**config.mk**
```make
export PLATFORM = sky130hd
export DESIGN_NAME = fifo_1d_22to64
export DESIGN_NICKNAME = d
export VERILOG_FILES = /design/src/rtl/fifo_1d_22to64_pkg.sv /design/src/rtl/fifo_1d_out_reg.sv /design/src/rtl/fifo_1d_22to64.sv
export SDC_FILE = /design/constraint.sdc
export NUM_CORES = 1
export LEC_CHECK = 0
export BUFFER_PORTS_ARGS = -buffer_cell sky130_fd_sc_hd__buf_4
export CAP_MARGIN = 10
export CORE_MARGIN = 8
export CORE_UTILIZATION = 35
export DETAILED_ROUTE_END_ITERATION = 8
export GPL_TIMING_DRIVEN = 0
export PLACE_DENSITY = 0.63
export SLEW_MARGIN = 20
export SYNTH_ARGS = -nofsm -noshare
export SYNTH_HDL_FRONTEND = slang
export SYNTH_SLANG_ARGS = --single-unit
```
**constraint.sdc**
```tcl
create_clock -name clk -period 3.3 [get_ports clk]
set_clock_uncertainty 0.15 [all_clocks]
set_input_delay 0 -clock clk [delete_from_list [all_inputs] [get_ports clk]]
set_output_delay 0 -clock clk [all_outputs]
set_load 0.05 [all_outputs]
```
**src/rtl/fifo_1d_22to64_pkg.sv**
```systemverilog
// Shared widths, slice offsets and chunk-placement helpers for the 22<->64 bit packers.
package fifo_1d_22to64_pkg;

    localparam int CHUNK_W = 22;
    localparam int WORD_W  = 64;
    localparam int TOP_W   = 20;

    localparam int OFF_HI  = 44;
    localparam int OFF_MID = 22;

    localparam int N_LONG  = 3;
    localparam int N_SHORT = 2;

    typedef enum logic [1:0] {
        ST_C0 = 2'd0,
        ST_C1 = 2'd1,
        ST_C2 = 2'd2
    } acc_state_e;

    // Slot that receives the chunk which closes a word of the given mode.
    function automatic acc_state_e last_slot(input logic short_mode);
        if (short_mode) begin
            return acc_state_e'(2'(N_SHORT - 1));
        end
        return acc_state_e'(2'(N_LONG - 1));
    endfunction

    // Contribution of one chunk to the 64-bit word, given its slot and the word mode.
    function automatic logic [WORD_W-1:0] place_chunk(
        input acc_state_e          slot,
        input logic                short_mode,
        input logic [CHUNK_W-1:0]  chunk
    );
        logic [WORD_W-1:0] w;
        w = '0;
        case (slot)
            ST_C0: begin
                if (short_mode) begin
                    w = WORD_W'(chunk) << OFF_MID;
                end else begin
                    w = WORD_W'(chunk[TOP_W-1:0]) << OFF_HI;
                end
            end
            ST_C1: begin
                if (short_mode) begin
                    w = WORD_W'(chunk);
                end else begin
                    w = WORD_W'(chunk) << OFF_MID;
                end
            end
            ST_C2: w = WORD_W'(chunk);
            default: w = '0;
        endcase
        return w;
    endfunction

endpackage

```
**src/rtl/fifo_1d_out_reg.sv**
```systemverilog
// Single-entry valid/ready holding register for a packed word plus its short-mode flag.
module fifo_1d_out_reg
    import fifo_1d_22to64_pkg::*;
(
    input  logic              clk_i,
    input  logic              rst_i,
    input  logic              load_i,
    input  logic [WORD_W-1:0] data_i,
    input  logic              short_i,
    input  logic              ready_i,
    output logic              valid_o,
    output logic [WORD_W-1:0] data_o,
    output logic              short_o
);

    logic              valid_q, valid_d;
    logic [WORD_W-1:0] data_q,  data_d;
    logic              short_q, short_d;

    // The producer only loads when the slot is empty or draining this cycle.
    always_comb begin
        valid_d = valid_q;
        data_d  = data_q;
        short_d = short_q;
        if (load_i) begin
            valid_d = 1'b1;
            data_d  = data_i;
            short_d = short_i;
        end else if (valid_q && ready_i) begin
            valid_d = 1'b0;
        end
    end

    always_ff @(posedge clk_i) begin
        if (rst_i) begin
            valid_q <= 1'b0;
            data_q  <= '0;
            short_q <= 1'b0;
        end else begin
            valid_q <= valid_d;
            data_q  <= data_d;
            short_q <= short_d;
        end
    end

    assign valid_o = valid_q;
    assign data_o  = data_q;
    assign short_o = short_q;

endmodule

```
**src/rtl/fifo_1d_22to64.sv**
```systemverilog
// Packs 22-bit chunks into 64-bit words (3 chunks long mode, 2 chunks short mode).
// Define FIFO_22TO64_CHECK_EN to build the sticky err flag for nonzero dropped bits.
//
// state | meaning
// ST_C0 | no chunk collected; next chunk starts a word and latches its mode
// ST_C1 | one chunk collected
// ST_C2 | two chunks collected (long mode only)
module fifo_1d_22to64
    import fifo_1d_22to64_pkg::*;
(
    input  logic               clk,
    input  logic               rst,
    input  logic               a_short,
    input  logic [CHUNK_W-1:0] a_data,
    input  logic               a_valid,
    output logic               a_ready,
    output logic [WORD_W-1:0]  b_data,
    output logic               b_short,
    output logic               b_valid,
    input  logic               b_ready,
    output logic               err
);

    acc_state_e        state_q, state_d;
    logic              mode_q,  mode_d;
    logic [WORD_W-1:0] acc_q,   acc_d;

    logic              mode_eff;
    logic              completing_slot;
    logic              accept;
    logic              load;
    logic [WORD_W-1:0] contrib;
    logic [WORD_W-1:0] word;

    // On the first chunk the live a_short decides placement; afterwards the latched mode does.
    assign mode_eff        = (state_q == ST_C0) ? a_short : mode_q;
    assign completing_slot = (state_q != ST_C0) && (state_q == last_slot(mode_q));
    assign a_ready         = !completing_slot || !b_valid || b_ready;
    assign accept          = a_valid && a_ready;
    assign contrib         = place_chunk(state_q, mode_eff, a_data);

    always_comb begin
        state_d = state_q;
        mode_d  = mode_q;
        acc_d   = acc_q;
        load    = 1'b0;
        word    = acc_q | contrib;
        if (accept) begin
            case (state_q)
                ST_C0: begin
                    mode_d  = a_short;
                    acc_d   = contrib;
                    state_d = ST_C1;
                end
                ST_C1: begin
                    if (completing_slot) begin
                        load    = 1'b1;
                        state_d = ST_C0;
                    end else begin
                        acc_d   = acc_q | contrib;
                        state_d = ST_C2;
                    end
                end
                ST_C2: begin
                    load    = 1'b1;
                    state_d = ST_C0;
                end
                default: state_d = ST_C0;
            endcase
        end
    end

    always_ff @(posedge clk) begin
        if (rst) begin
            state_q <= ST_C0;
            mode_q  <= 1'b0;
            acc_q   <= '0;
        end else begin
            state_q <= state_d;
            mode_q  <= mode_d;
            acc_q   <= acc_d;
        end
    end

    fifo_1d_out_reg u_out_reg (
        .clk_i   (clk),
        .rst_i   (rst),
        .load_i  (load),
        .data_i  (word),
        .short_i (mode_q),
        .ready_i (b_ready),
        .valid_o (b_valid),
        .data_o  (b_data),
        .short_o (b_short)
    );

`ifdef FIFO_22TO64_CHECK_EN
    logic err_q, err_d;

    // Long-mode chunk0 bits above TOP_W are dropped by the packer; flag them once seen.
    always_comb begin
        err_d = err_q;
        if (accept && (state_q == ST_C0) && !a_short &&
            (a_data[CHUNK_W-1:TOP_W] != '0)) begin
            err_d = 1'b1;
        end
    end

    always_ff @(posedge clk) begin
        if (rst) begin
            err_q <= 1'b0;
        end else begin
            err_q <= err_d;
        end
    end

    assign err = err_q;
`else
    assign err = 1'b0;
`endif

endmodule

```
## Yosys cells after proc, flatten, opt, wreduce, memory -nomap -nowiden

Cells that the tools add are included.

- Bits in registers: 133
- Input port bits: 27
- Output and inout port bits: 68
- Word-level logic and storage cells: 39

- Equality and inequality tests: 4
- Mux-type cells: 16
- Bitwise gates (word level): 1
- Reductions and logical operators: 12

Operator list:

| cell | count |
|---|---|
| case mux 64 bit (3 select lines) | 1 |
| two-way mux 64 bit | 2 |
| case mux 64 bit (2 select lines) | 1 |
| OR 64 bit | 1 |
| two-way mux 44 bit | 1 |
| two-way mux 1 bit | 6 |
| two-way mux 2 bit | 3 |
| nonzero test 2 bit | 3 |
| case mux 2 bit (2 select lines) | 1 |
| logical AND 1 bit | 3 |
| AND reduction 3 bit | 1 |
| equality test 2 x 1 -> 1 bit, second input constant | 1 |
| equality test 2 bit | 1 |
| equality test 2 bit, second input constant | 1 |
| logical NOT 1 bit | 2 |
| logical NOT 2 bit | 1 |
| logical OR 1 bit | 2 |
| inequality test 2 bit, second input constant | 1 |
| case mux 1 bit (2 select lines) | 1 |

## Logic depth before layout (Yosys ltp)

- Depth in word-level cells: 10
- Depth in mapped cells: 10
- Gate-level depth less buffers: 7

## Cells and area by module

From an unflattened synthesis, not the netlist that was laid out.

- Cell total of the unflattened synthesis: 546
- Area, all modules: 5474.0 um^2

By module, submodules not included:

| module | times used | cells an instance | area an instance (um^2) | seq. area each (um^2) |
|---|---|---|---|---|
| fifo_1d_22to64 | 1 | 332 | 3088.0 | 1341.3 |
| fifo_1d_out_reg | 1 | 214 | 2386.0 | 1321.3 |

## Worst setup path after synthesis

No wires, ideal clock.

- Path type: reg-to-reg
- From: register state_q[0]
- To: register u_out_reg.data_q[15] (netlist: u_out_reg.data_o[15])
- Setup time: 121 ps
- Data arrival time: 2318 ps
- Data required time: 3029 ps
- Path slack: 710 ps
- Stages on the path, launching flop included: 11
- Buffers on the path: 3
- Period minus slack after synthesis: 2590 ps
- Cells stage by stage: dfxtp_1 inv_1 ha_1 buf_2 nor4bb_4 o21a_2 inv_2 o2111ai_2 buf_6 buf_6 mux2_4

- Longest elaborated chain between the ends: 7
- Elaborated cells on any way between the ends: 17
- Classes of those cells: eq/ne: 3; mux: 6; bitwise: 1; reduce/logical: 7

RTL lines:

| item | RTL line | text |
|---|---|---|
| start, declared | fifo_1d_22to64.sv:24 | `acc_state_e state_q, state_d;` |
| start signal, assigned | fifo_1d_22to64.sv:79 | `state_q <= state_d;` |
| equality test 2 bit / nonzero test 2 bit (equally long branches) | fifo_1d_22to64.sv:37 | `assign completing_slot = (state_q != ST_C0) && (state_q == last_slot(mode_q));` |
| logical AND 1 bit * | fifo_1d_22to64.sv:37 |  |
| logical NOT 1 bit * | fifo_1d_22to64.sv:38 | `assign a_ready = !completing_slot \|\| !b_valid \|\| b_ready;` |
| logical OR 1 bit * (2 in series) | fifo_1d_22to64.sv:38 |  |
| via a_ready | fifo_1d_22to64.sv:16 | `output logic a_ready,` |
| logical AND 1 bit * | fifo_1d_22to64.sv:39 | `assign accept = a_valid && a_ready;` |
| two-way mux 1 bit * | fifo_1d_22to64.sv:48 | `if (accept) begin` |
| end signal, assigned | fifo_1d_out_reg.sv:41 | `data_q <= data_d;` |
| end, declared | fifo_1d_out_reg.sv:17 | `logic [WORD_W-1:0] data_q, data_d;` |

The timed path passes the listed nets; every way through them passes the cells marked *.
A chain may end at the register's enable or synchronous reset.

## Worst setup path in the final report

- From: register state_q[0]
- To: register u_out_reg.data_q[23] (netlist: u_out_reg.data_o[23])

- Longest elaborated chain between the ends: 7
- Elaborated cells on any way between the ends: 18
- Classes of those cells: eq/ne: 3; mux: 7; bitwise: 1; reduce/logical: 7

RTL lines:

| item |
|---|
| parallel branches: the longest is 7 deep, another holds case mux 64 bit (3 select lines) |

Several ways; the timed one is not identified.

==> run metrics <==
Crit Path Max Fanout=10; first-pass GRT wire length=29,800 µm; total global-route track usage=16.8%; Cell Area, Synth=0.00641 mm²; DRT Pass-1 Iters=4; ys flop type=dfxtp_1; DP Area=0.00739 mm²; Yosys cell types=37; RSZ-0062 raised after global routing=false; Cells after Synth=688; VDD IR max=0.000349 V; clk buf depth=2; fin cells=1,049; commonest non-fill, non-tap cell in the layout=dfxtp_1; Antenna Cells=0; std cell rows=49; post-synthesis sequential area ratio=41.5%; Routed WL=19,200 µm; Post-synth EDFFs=0; period utilization=87.2%; WP data arrival=3.03 ns; YS warnings=0; critical path launch point type=register; Yosys reg bits=133; Least-Margin Pin Slew=0.784 ns; antenna violations before repair=0; Setup CP Type=reg -> reg; vias in the first global route=5,342; gpl congestion=0.891; Mean Syn Cell Area=9.32 µm²; PnR worst setup slack=0.424 ns; ys async rst share=0%; clock sinks=133; post-route ant nets=0; slowest CP cell=dfxtp_1; most frequent cells in the layout=dfxtp_1, a21oi_1, buf_4; critical path endpoint category=register; Starting Density=35.7%; Initial DRC Count=464; cell family contributing the most delay on the critical path=buffers and inverters; max incr delay on CP=0.48 ns; CTS buffer count=17; Final Hold Viols=0; core box area=0.0180 mm²; H-Tree Depth=4; Mapped Nets=720; DIE AREA=0.0229 mm²; worst slack at placement=0.451 ns; status=complete, no violations; PD cells=519 mW/mm²; Setup-failing EPs final=0; post-DR vias/cell=5.31; Cell Chain, Critical Path=inv_1 > ha_1 > buf_2 > nor4bb_4 > o21a_2 > inv_2 > o2111ai_2 > buf_6 > buf_6 > mux2_4; WP buf/inv=5; Pins Over Slew Limit=0; total negative slack=0 ns; Cells after DPL=1,009; # DRC=0; io pins=95; Die Width=151 µm; PortBufs=92; fin nets=839; total gr overflow=0; Max Clock Freq=348 MHz; Hold Slack=0.102 ns; max-cap violations=0; Leak=0.00331 µW; clock tree root buffer cell=clkbuf_16; die height=151 µm; slew margin rel.=47.3%; wire per inst=18.3 µm; CTS tree=yes; CP most frequent cell=buf_6; layout cells sized above 1=25.6%; DR vias=5,574; area delta synth->final=26.6%; final instance area=0.00812 mm²; clk slew on worst S/H paths=0.06 ns; largest net degree at the start of global routing=17; worst path required time=3.46 ns; DP HPWL=13,400 µm; clock latency on the worst-skew pair=0.43 ns; min Tclk post-route=2.88 ns; Hold WC Path Type=in -> reg
## worst paths after layout
kind	to	cells past startpoint	slack, ns	startpoint
worst max-delay path	u_out_reg.data_o[23]	10	0.42	state_q[0]
worst min-delay path	acc_q[44]	5	0.10	a_data[0]
worst max register to register	u_out_reg.data_o[23]	10	0.42	state_q[0]
worst min register to register	acc_q[12]	1	0.31	acc_q[12]
## synthesized netlist by cell type (2+ instances only)
library cell / instances / share of area (%)
dfxtp_1: 133 / 42
a21oi_1: 107 / 8.4
nor2b_1: 88 / 8.6
clkbuf_1: 60 / 3.5
nand3_1: 45 / 3.5
mux2_4: 40 / 9.4
mux2_2: 25 / 4.4
a22o_1: 24 / 3.3
a31oi_1: 23 / 2.2
a32o_1: 22 / 3.4
nor2_1: 21 / 1.2
o21ai_0: 21 / 1.6
nand4_1: 19 / 1.9
buf_2: 12 / 0.94
buf_1: 8 / 0.47
buf_6: 5 / 0.88
ha_1: 5 / 0.98
inv_1: 4 / 0.23
nand2b_1: 4 / 0.39
mux2i_1: 3 / 0.47
nand2_1: 2 / 0.12
o21a_1: 2 / 0.23
## worst min-delay path: stages
cell	delay, ns
buf_4	0.11
nor2b_1	0.12
clkbuf_1	0.20
nand4_1	0.14
a21oi_1	0.06
## flip-flops by register name, summed over array words and instances (netlist names)
signal and flops:
u_out_reg.valid_o 1, mode_q 1, acc_q 64, u_out_reg.short_o 1, u_out_reg.data_o 64, state_q 2
## timing repair
| item | in CTS | in global routing |
|---|---|---|
| resized for setup | 0 | 0 |
| setup endpoints to repair | 0 | 0 |
| setup buffers | 0 | 0 |
| hold buffers | 8 | 0 |
| hold endpoints to repair | 13 | 0 |
## cell type report
class / count / area, µm²
multi-input combinational: 464 / 3350
inverter: 5 / 18.8
tap: 229 / 287
timing repair buffer: 100 / 771
sequential: 133 / 2660
fill: 1747 / 9850
buffer: 86 / 379
clock inverter: 7 / 141
clock buffer: 25 / 505
## kinds of logic after synthesis
kind of cell / after synthesis / synth area share, %
other cells: 1 / 0.0585
compound gates: 203 / 19.9
fa+ha+maj: 5 / 0.976
mux: 68 / 14.2
buf+inv: 91 / 6.21
simple gates: 187 / 17.1
flops: 133 / 41.5
## power by group
part           internal, µW  switching [µW]
logic                   158             310
clock network          1370             713
registers              1640            23.1
## per-stage QoR
step / util, % / total power (µW)
after floorplan: - / 2010
after global placement: 41.1 / 2150
after detailed placement: 41.1 / 2150
after CTS: 45.2 / 4230
after global routing: 45.2 / 4360
final: 45.2 / 4210
## layer usage
metal | up-vias | GRT usage [%] | wire length, µm
li1 | 2706 | - | -
met1 | 2688 | 22.6 | 9050
met2 | 150 | 24.8 | 8360
met3 | 30 | 4.81 | 1320
met4 | 0 | 6.28 | 414
met5 | - | 0 | 0
Power figures use the tool's default switching activity.
